==> src/rtl/inst_fetch_queue_pkg.sv <==
// Shared fetch-stage definitions: bus widths, ROM enable encoding and queue sizing.
package inst_fetch_queue_pkg;

    localparam int InstAddrBus = 32;
    localparam int InstBus     = 32;

    localparam logic [InstBus-1:0] ZeroWord = '0;

    localparam logic ChipEnable  = 1'b1;
    localparam logic ChipDisable = 1'b0;

    localparam int InstQDepth     = 2;
    localparam int InstQDepthLog2 = 1;

endpackage : inst_fetch_queue_pkg

==> src/rtl/inst_fetch_queue_queue.sv <==
// Small synchronous FIFO of {pc, inst} pairs with flush; head outputs come from registers only.
module inst_queue
    import inst_fetch_queue_pkg::*;
#(
    parameter int DEPTH  = InstQDepth,
    parameter int PTR_W  = InstQDepthLog2,
    parameter int ADDR_W = InstAddrBus,
    parameter int INST_W = InstBus
) (
    input  logic              clk,
    input  logic              rst,
    input  logic              push,
    input  logic              pop,
    input  logic              flush,
    input  logic [ADDR_W-1:0] push_pc,
    input  logic [INST_W-1:0] push_inst,
    output logic [PTR_W:0]    count,
    output logic              head_valid,
    output logic [ADDR_W-1:0] head_pc,
    output logic [INST_W-1:0] head_inst
);

    localparam int CNT_W = PTR_W + 1;

    logic [ADDR_W-1:0] pc_mem   [DEPTH];
    logic [INST_W-1:0] inst_mem [DEPTH];
    logic [PTR_W-1:0]  wr_ptr;
    logic [PTR_W-1:0]  rd_ptr;

    // Pointer and occupancy bookkeeping; a flush empties the queue regardless of push/pop.
    always_ff @(posedge clk or negedge rst) begin
        if (!rst) begin
            wr_ptr <= '0;
            rd_ptr <= '0;
            count  <= '0;
        end else if (flush) begin
            wr_ptr <= '0;
            rd_ptr <= '0;
            count  <= '0;
        end else begin
            if (push) wr_ptr <= wr_ptr + PTR_W'(1);
            if (pop)  rd_ptr <= rd_ptr + PTR_W'(1);
            case ({push, pop})
                2'b10:   count <= count + CNT_W'(1);
                2'b01:   count <= count - CNT_W'(1);
                default: count <= count;
            endcase
        end
    end

    // Entry storage; when full, a push lands in the slot being popped on the same edge.
    // NOTE: payload registers carry no reset -- count gates every read, so stale data is never visible.
    always_ff @(posedge clk) begin
        if (push) begin
            pc_mem[wr_ptr]   <= push_pc;
            inst_mem[wr_ptr] <= push_inst;
        end
    end

    assign head_valid = (count != '0);
    assign head_pc    = head_valid ? pc_mem[rd_ptr]   : '0;
    assign head_inst  = head_valid ? inst_mem[rd_ptr] : INST_W'(ZeroWord);

endmodule : inst_queue

==> src/rtl/inst_fetch_queue.sv <==
// Instruction fetch stage: owns the pc and ROM enable, captures each ROM word into a queue for decode.
module inst_fetch_queue
    import inst_fetch_queue_pkg::*;
#(
    parameter int                ADDR_W   = InstAddrBus,
    parameter int                INST_W   = InstBus,
    parameter int                QDEPTH   = InstQDepth,
    parameter logic [ADDR_W-1:0] RESET_PC = '0
) (
    input  logic              clk,
    input  logic              rst,
    output logic              rom_ce_o,
    output logic [ADDR_W-1:0] rom_addr_o,
    input  logic [INST_W-1:0] rom_inst_i,
    input  logic              branch_flag_i,
    input  logic [ADDR_W-1:0] branch_target_i,
    output logic              id_valid_o,
    input  logic              id_ready_i,
    output logic [ADDR_W-1:0] id_pc_o,
    output logic [INST_W-1:0] id_inst_o
);

    localparam int PTR_W = $clog2(QDEPTH);
    localparam int CNT_W = PTR_W + 1;

    logic [ADDR_W-1:0] pc;
    logic [CNT_W-1:0]  q_count;
    logic              push;
    logic              pop;
    logic              target_unused;

    // Redirect targets are always word aligned, so the two low bits are dropped on purpose.
    assign target_unused = ^branch_target_i[1:0];

    assign pop  = id_valid_o & id_ready_i;
    assign push = (rom_ce_o == ChipEnable) & ~branch_flag_i
                & ((q_count < CNT_W'(QDEPTH)) | pop);

    assign rom_addr_o = pc;

    // ROM enable comes up one edge after reset release and then stays on.
    always_ff @(posedge clk or negedge rst) begin
        if (!rst) rom_ce_o <= ChipDisable;
        else      rom_ce_o <= ChipEnable;
    end

    // The pc moves on a redirect or a successful fetch; otherwise the ROM address is held stable.
    always_ff @(posedge clk or negedge rst) begin
        if (!rst) begin
            pc <= RESET_PC;
        end else if (branch_flag_i) begin
            pc <= {branch_target_i[ADDR_W-1:2], 2'b00};
        end else if (push) begin
            pc <= pc + ADDR_W'(4);
        end
    end

    inst_queue #(
        .DEPTH  (QDEPTH),
        .PTR_W  (PTR_W),
        .ADDR_W (ADDR_W),
        .INST_W (INST_W)
    ) u_queue (
        .clk        (clk),
        .rst        (rst),
        .push       (push),
        .pop        (pop),
        .flush      (branch_flag_i),
        .push_pc    (pc),
        .push_inst  (rom_inst_i),
        .count      (q_count),
        .head_valid (id_valid_o),
        .head_pc    (id_pc_o),
        .head_inst  (id_inst_o)
    );

endmodule : inst_fetch_queue

==> config.mk <==
export PLATFORM = sky130hd
export DESIGN_NAME = inst_fetch_queue
export DESIGN_NICKNAME = d
export VERILOG_FILES = /design/src/rtl/inst_fetch_queue_pkg.sv /design/src/rtl/inst_fetch_queue_queue.sv /design/src/rtl/inst_fetch_queue.sv
export SDC_FILE = /design/constraint.sdc
export NUM_CORES = 1
export LEC_CHECK = 0
export ABC_AREA = 1
export CAP_MARGIN = 15
export CELL_PAD_IN_SITES_DETAIL_PLACEMENT = 0
export CELL_PAD_IN_SITES_GLOBAL_PLACEMENT = 2
export CORE_AREA = 2 2 156 158
export CTS_CLUSTER_SIZE = 10
export DETAILED_ROUTE_END_ITERATION = 8
export DIE_AREA = 0 0 158 160
export GPL_ROUTABILITY_DRIVEN = 0
export PLACE_DENSITY = 0.76
export SLEW_MARGIN = 20
export SYNTH_ARGS = -nofsm -noshare
export SYNTH_HDL_FRONTEND = slang
export SYNTH_SLANG_ARGS = --single-unit
==> constraint.sdc <==
create_clock -name clk -period 5 [get_ports clk]
set_input_delay 1 -clock clk [delete_from_list [all_inputs] [get_ports clk]]
set_output_delay 1 -clock clk [all_outputs]
set_load 0.1 [all_outputs]
==> run summary, run 1 <==
The pre-antenna-repair detailed-routing pass consisted of 4 iterations. The clock network latency to the later pin of the worst-skew pair came out at 0.42 ns. For this run, asynchronously set or reset flops after synthesis account for 0.220.

The transition time at the pin with the least slew margin is 1.07 ns. Entering global routing, the biggest net connects 65 pins. The mean number of vias per cell is 4.36. Setup repair after global routing left no endpoint under its margin. The number of instances on the worst hold path came out at 0. The initial antenna violation count was 0. The power density over the cells came out at 621 nW/µm². In the finished design, the share of the clock period the worst path needs comes to 0.689.

The total grt overflow is 0. The count of different cell masters after synthesis came out at 35. The count of buffers added by post-CTS timing repair for setup is 0.

The share of post-route cells with drive strength above 1 is 0.141. The number of buffers added on ports is 159. The number of hold-repair buffers added at the cts stage is 0. The total of warnings raised by yosys is 0.

The filler cell count is 2,436. The final worst-path setup slack came out at 1.56 ns. The cell count after synthesis came out at 732.

The core footprint came out at 23,800 µm². The static power due to leakage came out at 3.76 nW. Among all flip-flop cells after synthesis, the most frequent one is sky130_fd_sc_hd__edfxtp_1. The die span in x came out at 158 µm. The peak ir drop on the vdd network came out at 0.228 mV. For this design, the sink count on the clock tree is 159. The placed wire-length estimate after detailed placement is 12.6 mm. The clock arrives with 0.00567 ns of skew. The maximum buffer depth of the clock tree came out at 2. The total of cells resized after clock tree synthesis came out at 0. The antenna violation net count after detailed routing came out at 0. The logic depth of the worst register-to-register path is 4. The total routing resource utilization after global routing came out at 0.153. The synthesized netlist occupies a cell area of 7160 µm². The max-capacitance violation count came out at 0. Static timing analysis puts the maximum clock frequency at 0.290 GHz.

The minimum clock period is 3.44 ns. The final hold violation count came to 0. The number of rows created at floorplan is 57. Setup violations remaining at the end of the flow were counted as 0. The number of global-route vias before repair came out at 5,056.

The first-pass GRT wire length came out at 29.1 mm. The leading cell type in the layout, fill and taps excluded is sky130_fd_sc_hd__nand2_1. The number of ports placed on the die boundary came out at 166. The root buffer cell chosen for the clock tree is sky130_fd_sc_hd__clkbuf_16. The filler-free cell count of the finished design is 1,226. The effective utilization at floorplan came out at 0.301. The worst relative slew slack is 0.283. In the layout the commonest cells are sky130_fd_sc_hd__nand2_1, sky130_fd_sc_hd__edfxtp_1, sky130_fd_sc_hd__clkdlybuf4s50_1, sky130_fd_sc_hd__buf_4, sky130_fd_sc_hd__a21oi_1. The worst setup path is of the reg2out kind. The number of design-rule violations left by the first detailed-router iteration came out at 298.

The CTS tree is done. The count of flip-flops with a built-in enable after synthesis came out at 124. The post-placement worst setup slack came out at 1.64 ns.

The area growth from synthesis to layout came out at 32.7%. The signal arrival time at the worst endpoint came out at 2.44 ns. The floorplan step defined a die boundary enclosing 25,300 µm².

The final layout contains 958 nets. The final layout contains routed wiring with a total length of 19.2 mm. The depth of the CTS H-tree is 4. The number of clock buffers inserted by TritonCTS is 17. The number of cells after detailed placement came out at 1,194.

Data on the critical path is required at its endpoint by 4.00 ns. The min-delay analysis places its worst path in the category reg2reg. The sum of internal, switching and leakage power came out at 0.00591 W. Along the worst path, the maximum fanout reaches 49. The sequential share of the synthesized area came out at 0.642.

The kind of end point of the critical path is an output port. The number of pins exceeding their max-slew limit in the final report is 0. The clock slew at the register clock pins of the worst setup and hold paths came out at 0.06 ns.

STA classifies the critical path startpoint as a flip-flop. After detailed routing, the number of remaining DRC violations is 0. The synthesized area divided by synthesized cell count came out at 9.79 µm². After detailed routing, the average wire length per cell comes to 15.7 µm.

The run finished with clean final reports. The number of storage elements in the synthesis netlist is 159. The number of antenna diodes in the final layout is 0.

The floorplan die height is 160 µm. The total negative slack for setup checks came out at 0 ns. The routed via count came out at 5,347.
layer usage:
layer  track usage  up-vias  wire length, µm
met4        0.0373        0              164
met5             0        -                0
li1              -     2726                -
met1         0.213     2469             9050
met3        0.0331       11             1100
met2         0.244      141             8910
stage by stage:
step           cell area (µm²)  utilization  hold WS (ns)
2_1_floorplan             7180            -         0.523
3_3_place_gp              8950        0.376         0.532
3_5_place_dp              8950        0.376         0.535
4_1_cts                   9510        0.399         0.552
5_1_grt                   9510        0.399         0.596
6_report                  9510        0.399         0.557
sequential cells by signal (all words and copies together) (netlist names):
name / cells
rom_ce_o: 1
u_queue.pc_mem: 60
u_queue.count: 2
u_queue.inst_mem: 64
u_queue.rd_ptr: 1
u_queue.wr_ptr: 1
rom_addr_o: 30
critical path, stage by stage (launching register included):
cell and delay (ns):
sky130_fd_sc_hd__dfrtp_2 0.40, sky130_fd_sc_hd__inv_2 0.68, sky130_fd_sc_hd__buf_4 0.35, sky130_fd_sc_hd__nand2_1 0.07, sky130_fd_sc_hd__a21oi_1 0.17, sky130_fd_sc_hd__buf_4 0.33
cell usage after synthesis, types with 2 or more instances:
| cell type | count | area share |
|---|---|---|
| sky130_fd_sc_hd__a21oi_1 | 65 | 0.045 |
| sky130_fd_sc_hd__a22oi_1 | 2 | 0.0021 |
| sky130_fd_sc_hd__buf_2 | 3 | 0.0021 |
| sky130_fd_sc_hd__buf_4 | 5 | 0.0052 |
| sky130_fd_sc_hd__clkbuf_1 | 21 | 0.011 |
| sky130_fd_sc_hd__conb_1 | 2 | 0.0010 |
| sky130_fd_sc_hd__dfrtp_1 | 35 | 0.12 |
| sky130_fd_sc_hd__edfxtp_1 | 124 | 0.52 |
| sky130_fd_sc_hd__inv_1 | 46 | 0.024 |
| sky130_fd_sc_hd__nand2_1 | 288 | 0.15 |
| sky130_fd_sc_hd__nand2_2 | 7 | 0.0061 |
| sky130_fd_sc_hd__nand3_1 | 27 | 0.019 |
| sky130_fd_sc_hd__nor2_1 | 47 | 0.025 |
| sky130_fd_sc_hd__nor2_4 | 3 | 0.0047 |
| sky130_fd_sc_hd__nor3_1 | 5 | 0.0035 |
| sky130_fd_sc_hd__o211ai_1 | 5 | 0.0052 |
| sky130_fd_sc_hd__o21ai_0 | 14 | 0.0098 |
| sky130_fd_sc_hd__o21ai_2 | 6 | 0.0073 |
| sky130_fd_sc_hd__o21bai_1 | 5 | 0.0052 |
| sky130_fd_sc_hd__or2_2 | 2 | 0.0017 |
| sky130_fd_sc_hd__xor2_1 | 6 | 0.0073 |
logic make-up (layout without fill, tap and decap cells):
logic type	Yosys count	after routing	synth area share
buffers and inverters	80	247	0.0494
AOI/OAI and AO/OA	101	101	0.0809
adders and majority gates	1	1	0.00175
and+or+nand+nor	383	383	0.218
xor gates and xnor gates	6	6	0.00733
DFF	159	159	0.642
other	2	5	0.00105
final timing paths:
kind,start,endpoint,slack (ns)
hold reg to reg,rom_addr_o[31],u_queue.pc_mem[1][31],0.56
min in group asynchronous,rst,rom_addr_o[22],1.01
setup / recovery,u_queue.rd_ptr,id_pc_o[19],1.56
setup reg to reg,u_queue.count[1],u_queue.pc_mem[0][26],2.95
hold / removal,rom_addr_o[31],u_queue.pc_mem[1][31],0.56
max in group asynchronous,rst,u_queue.rd_ptr,3.61
final cells by class:
type	count	area, µm²	area share
Tap cell	324	405	0.0426
Multi-Input combinational cell	496	2240	0.235
Inverter	49	191	0.0201
Timing Repair Buffer	166	1510	0.159
Clock inverter	15	133	0.0140
Clock buffer	17	425	0.0447
Sequential cell	159	4600	0.484
where the power goes:
| group | internal, W | switching [W] |
|---|---|---|
| Sequential | 0.00156 | 0.000113 |
| Combinational | 0.000543 | 0.00245 |
| Clock | 0.000690 | 0.000546 |
Note: power is estimated with default switching activity, not from simulation.
==> run 2, diff against run 1 <==
CORE_AREA = 2 2 163 165   (was 2 2 156 158)
DIE_AREA = 0 0 165 167   (was 0 0 158 160)
PLACE_DENSITY = 0.73   (was 0.76)
clock period = 2.85 ns   (was 5 ns; I/O delays follow)
==> run 2 against run 1 <==
Register-to-register slack worse by 1.9 ns. Largest power group unchanged. Combinational power is 120% higher. Largest cell class unchanged. Power is 100% higher. Non-clock buffer count is 4 higher. Sequential power is 77% higher. Wire length is 3.9% higher.
==> run summary, run 2 (same netlist as run 1, synthesis figures left out) <==
Once detail routing completed, the nets flagged for antenna violations numbered 0. The routed wirelength normalized by instance count is 16.1 µm. The static power due to leakage came out at 4.08 nW. The die span in x came out at 165 µm. Pin placement for this block handled 166 I/O pins. The utilization after layout came out at 0.410.

The number of buffers added on ports is 159. The total routing resource utilization after global routing is 0.149. The leading cell type in the layout, fill and taps excluded is sky130_fd_sc_hd__nand2_1.

The clock network latency to the later pin of the worst-skew pair came out at 0.42 ns. The detailed-routing iteration count for the pre-antenna-repair pass came out at 4. In this run, post-CTS hold repair placed 0 buffers. In the layout the commonest cells are sky130_fd_sc_hd__nand2_1, sky130_fd_sc_hd__edfxtp_1, sky130_fd_sc_hd__buf_12, sky130_fd_sc_hd__clkdlybuf4s50_1, sky130_fd_sc_hd__a21oi_2. Across the VDD grid, the largest voltage drop is 0.771 mV. At the worst endpoint, the required time is 2.28 ns. The depth of the CTS H-tree came out at 4. The CTS tree is done. The floorplan die height came out at 167 µm.

The effective utilization at floorplan came out at 0.278. The number of remaining DRC errors came out at 0. The share of post-route cells with drive strength above 1 is 0.249. The count of endpoints failing setup in the final report is 0.

The core footprint came out at 25,800 µm². STA classifies the critical path endpoint as an output port. The number of antenna diodes in the final layout is 0.

The transition time at the pin with the least slew margin came out at 0.914 ns. The count of buffers added by post-CTS timing repair for setup is 0. Derived from the worst setup path, the maximum achievable clock frequency is 0.383 GHz. The total wire length after detailed routing is 20.0 mm.

The number of global-route vias before repair is 5,334. The worst relative slew slack is 0.391. The critical-path maximum fanout came out at 23. The area growth from synthesis to layout came out at 47.6%. The die area came out at 27,600 µm². The clock sink count is 159. The startpoint class of the critical path is a flip-flop. The initial antenna violation count is 0. CTS placed an instance of sky130_fd_sc_hd__clkbuf_16 at the clock tree root. Using the TritonRoute via totals, the vias-per-cell ratio works out to 4.41.

The final-stage net count is 962. The power density over the cells came out at 1140 nW/µm². The most flop-heavy register is u_queue.inst_mem. The worst clock skew came out at 0.0101 ns.

The final cell area excluding filler cells is 10,600 µm². The maximum buffer depth of the clock tree came out at 2. The minimum clock period is 2.61 ns. The class of the most critical setup path is reg2out. For the worst setup path, the data arrival time is 2.04 ns. After clock tree synthesis, the repair step resized 0 gates. The routed via count is 5,478. The final hold violation count came out at 0.

After legalization and detailed placement, the total HPWL measured 13.7 mm. The total grt overflow came out at 0. In this run, CTS created clock tree buffers numbering 17.

The total cell area at the placement stage came out at 9930 µm². The flow ran to the end, and the final reports show no timing, DRC or antenna violations. The kind of path behind the tightest hold check is in2async. The first global-routing pass estimated 30.8 mm of wire. Clock-pin slew was measured on the worst setup and hold paths at 0.07 ns. The register with the most flip-flops in the layout has 64 of them. The number of rows created at floorplan came out at 59.

Max-cap violations in this run came to 0. The number of pins exceeding their max-slew limit in the final report came out at 0. The maximum number of pins on one net before global-route repair came out at 63. After the first detailed-routing iteration, the DRC count stood at 271. The fraction of the cycle the final worst path needs came out at 0.917.

Setup repair after global routing left no endpoint under its margin.
## run 2: cell count changes in the layout (fill, tap and decap cells not counted), moves of 3 or more
| cell | change |
|---|---|
| sky130_fd_sc_hd__a21oi_1 | -59 |
| sky130_fd_sc_hd__a21oi_2 | +59 |
| sky130_fd_sc_hd__inv_8 | +3 |
| sky130_fd_sc_hd__clkinv_1 | -3 |
| sky130_fd_sc_hd__clkdlybuf4s50_1 | -33 |
| sky130_fd_sc_hd__buf_12 | +64 |
| sky130_fd_sc_hd__buf_4 | -28 |
## run 2: per-stage QoR
step	setup WS (ns)	hold slack (ns)	power, W	setup TNS, ns	std cells
floorplan	-0.487	0.274	0.00731	-60.00	735
global placement	0.485	0.542	0.00967	0	1209
detailed placement	0.486	0.547	0.00969	0	1209
CTS	0.178	0.302	0.0122	0	1241
global route	0.0544	0.358	0.0125	0	1241
finish	0.236	0.275	0.0120	0	1241
## run 2: path summary, 6_finish.rpt
path	from	end	slack (ns)	cells after the start
setup / recovery	u_queue.rd_ptr	id_pc_o[27]	0.24	4
hold / removal	rst	rom_addr_o[24]	0.27	1
setup reg to reg	rom_addr_o[2]	rom_addr_o[16]	1.01	7
hold reg to reg	rom_addr_o[31]	u_queue.pc_mem[0][31]	0.57	0
max in group asynchronous	rst	u_queue.rd_ptr	1.93	1
min in group clk	rom_addr_o[31]	u_queue.pc_mem[0][31]	0.57	0
## run 2: final cells by class
type | count | area [µm²]
Fill cell | 2484 | 15200
Clock buffer | 17 | 425
Timing Repair Buffer | 170 | 2260
Tap cell | 335 | 419
Sequential cell | 159 | 4600
Multi-Input combinational cell | 496 | 2460
Clock inverter | 15 | 218
Inverter | 49 | 191
## run 2: worst max-delay path: stages, from the launching register on
cell                      delay (ns)
sky130_fd_sc_hd__dfrtp_2        0.67
sky130_fd_sc_hd__buf_4          0.36
sky130_fd_sc_hd__nand2_1        0.09
sky130_fd_sc_hd__a21oi_1        0.27
sky130_fd_sc_hd__buf_12         0.21
## run 2: per-layer routing
metal / routed length, µm / share of wire / vias up / track usage
met5: 0 / 0 / - / 0
met4: 191 / 0.0096 / 0 / 0.0371
met3: 901 / 0.045 / 20 / 0.0311
met2: 9680 / 0.48 / 121 / 0.241
met1: 9200 / 0.46 / 2596 / 0.203
li1: - / - / 2741 / -
## run 2: power by group
part / total, W / switching, W / internal [W]
Combinational: 0.00659 / 0.00464 / 0.00196
Clock: 0.00246 / 0.00103 / 0.00143
Sequential: 0.00297 / 0.000231 / 0.00274
Total: 0.0120 / 0.00590 / 0.00613
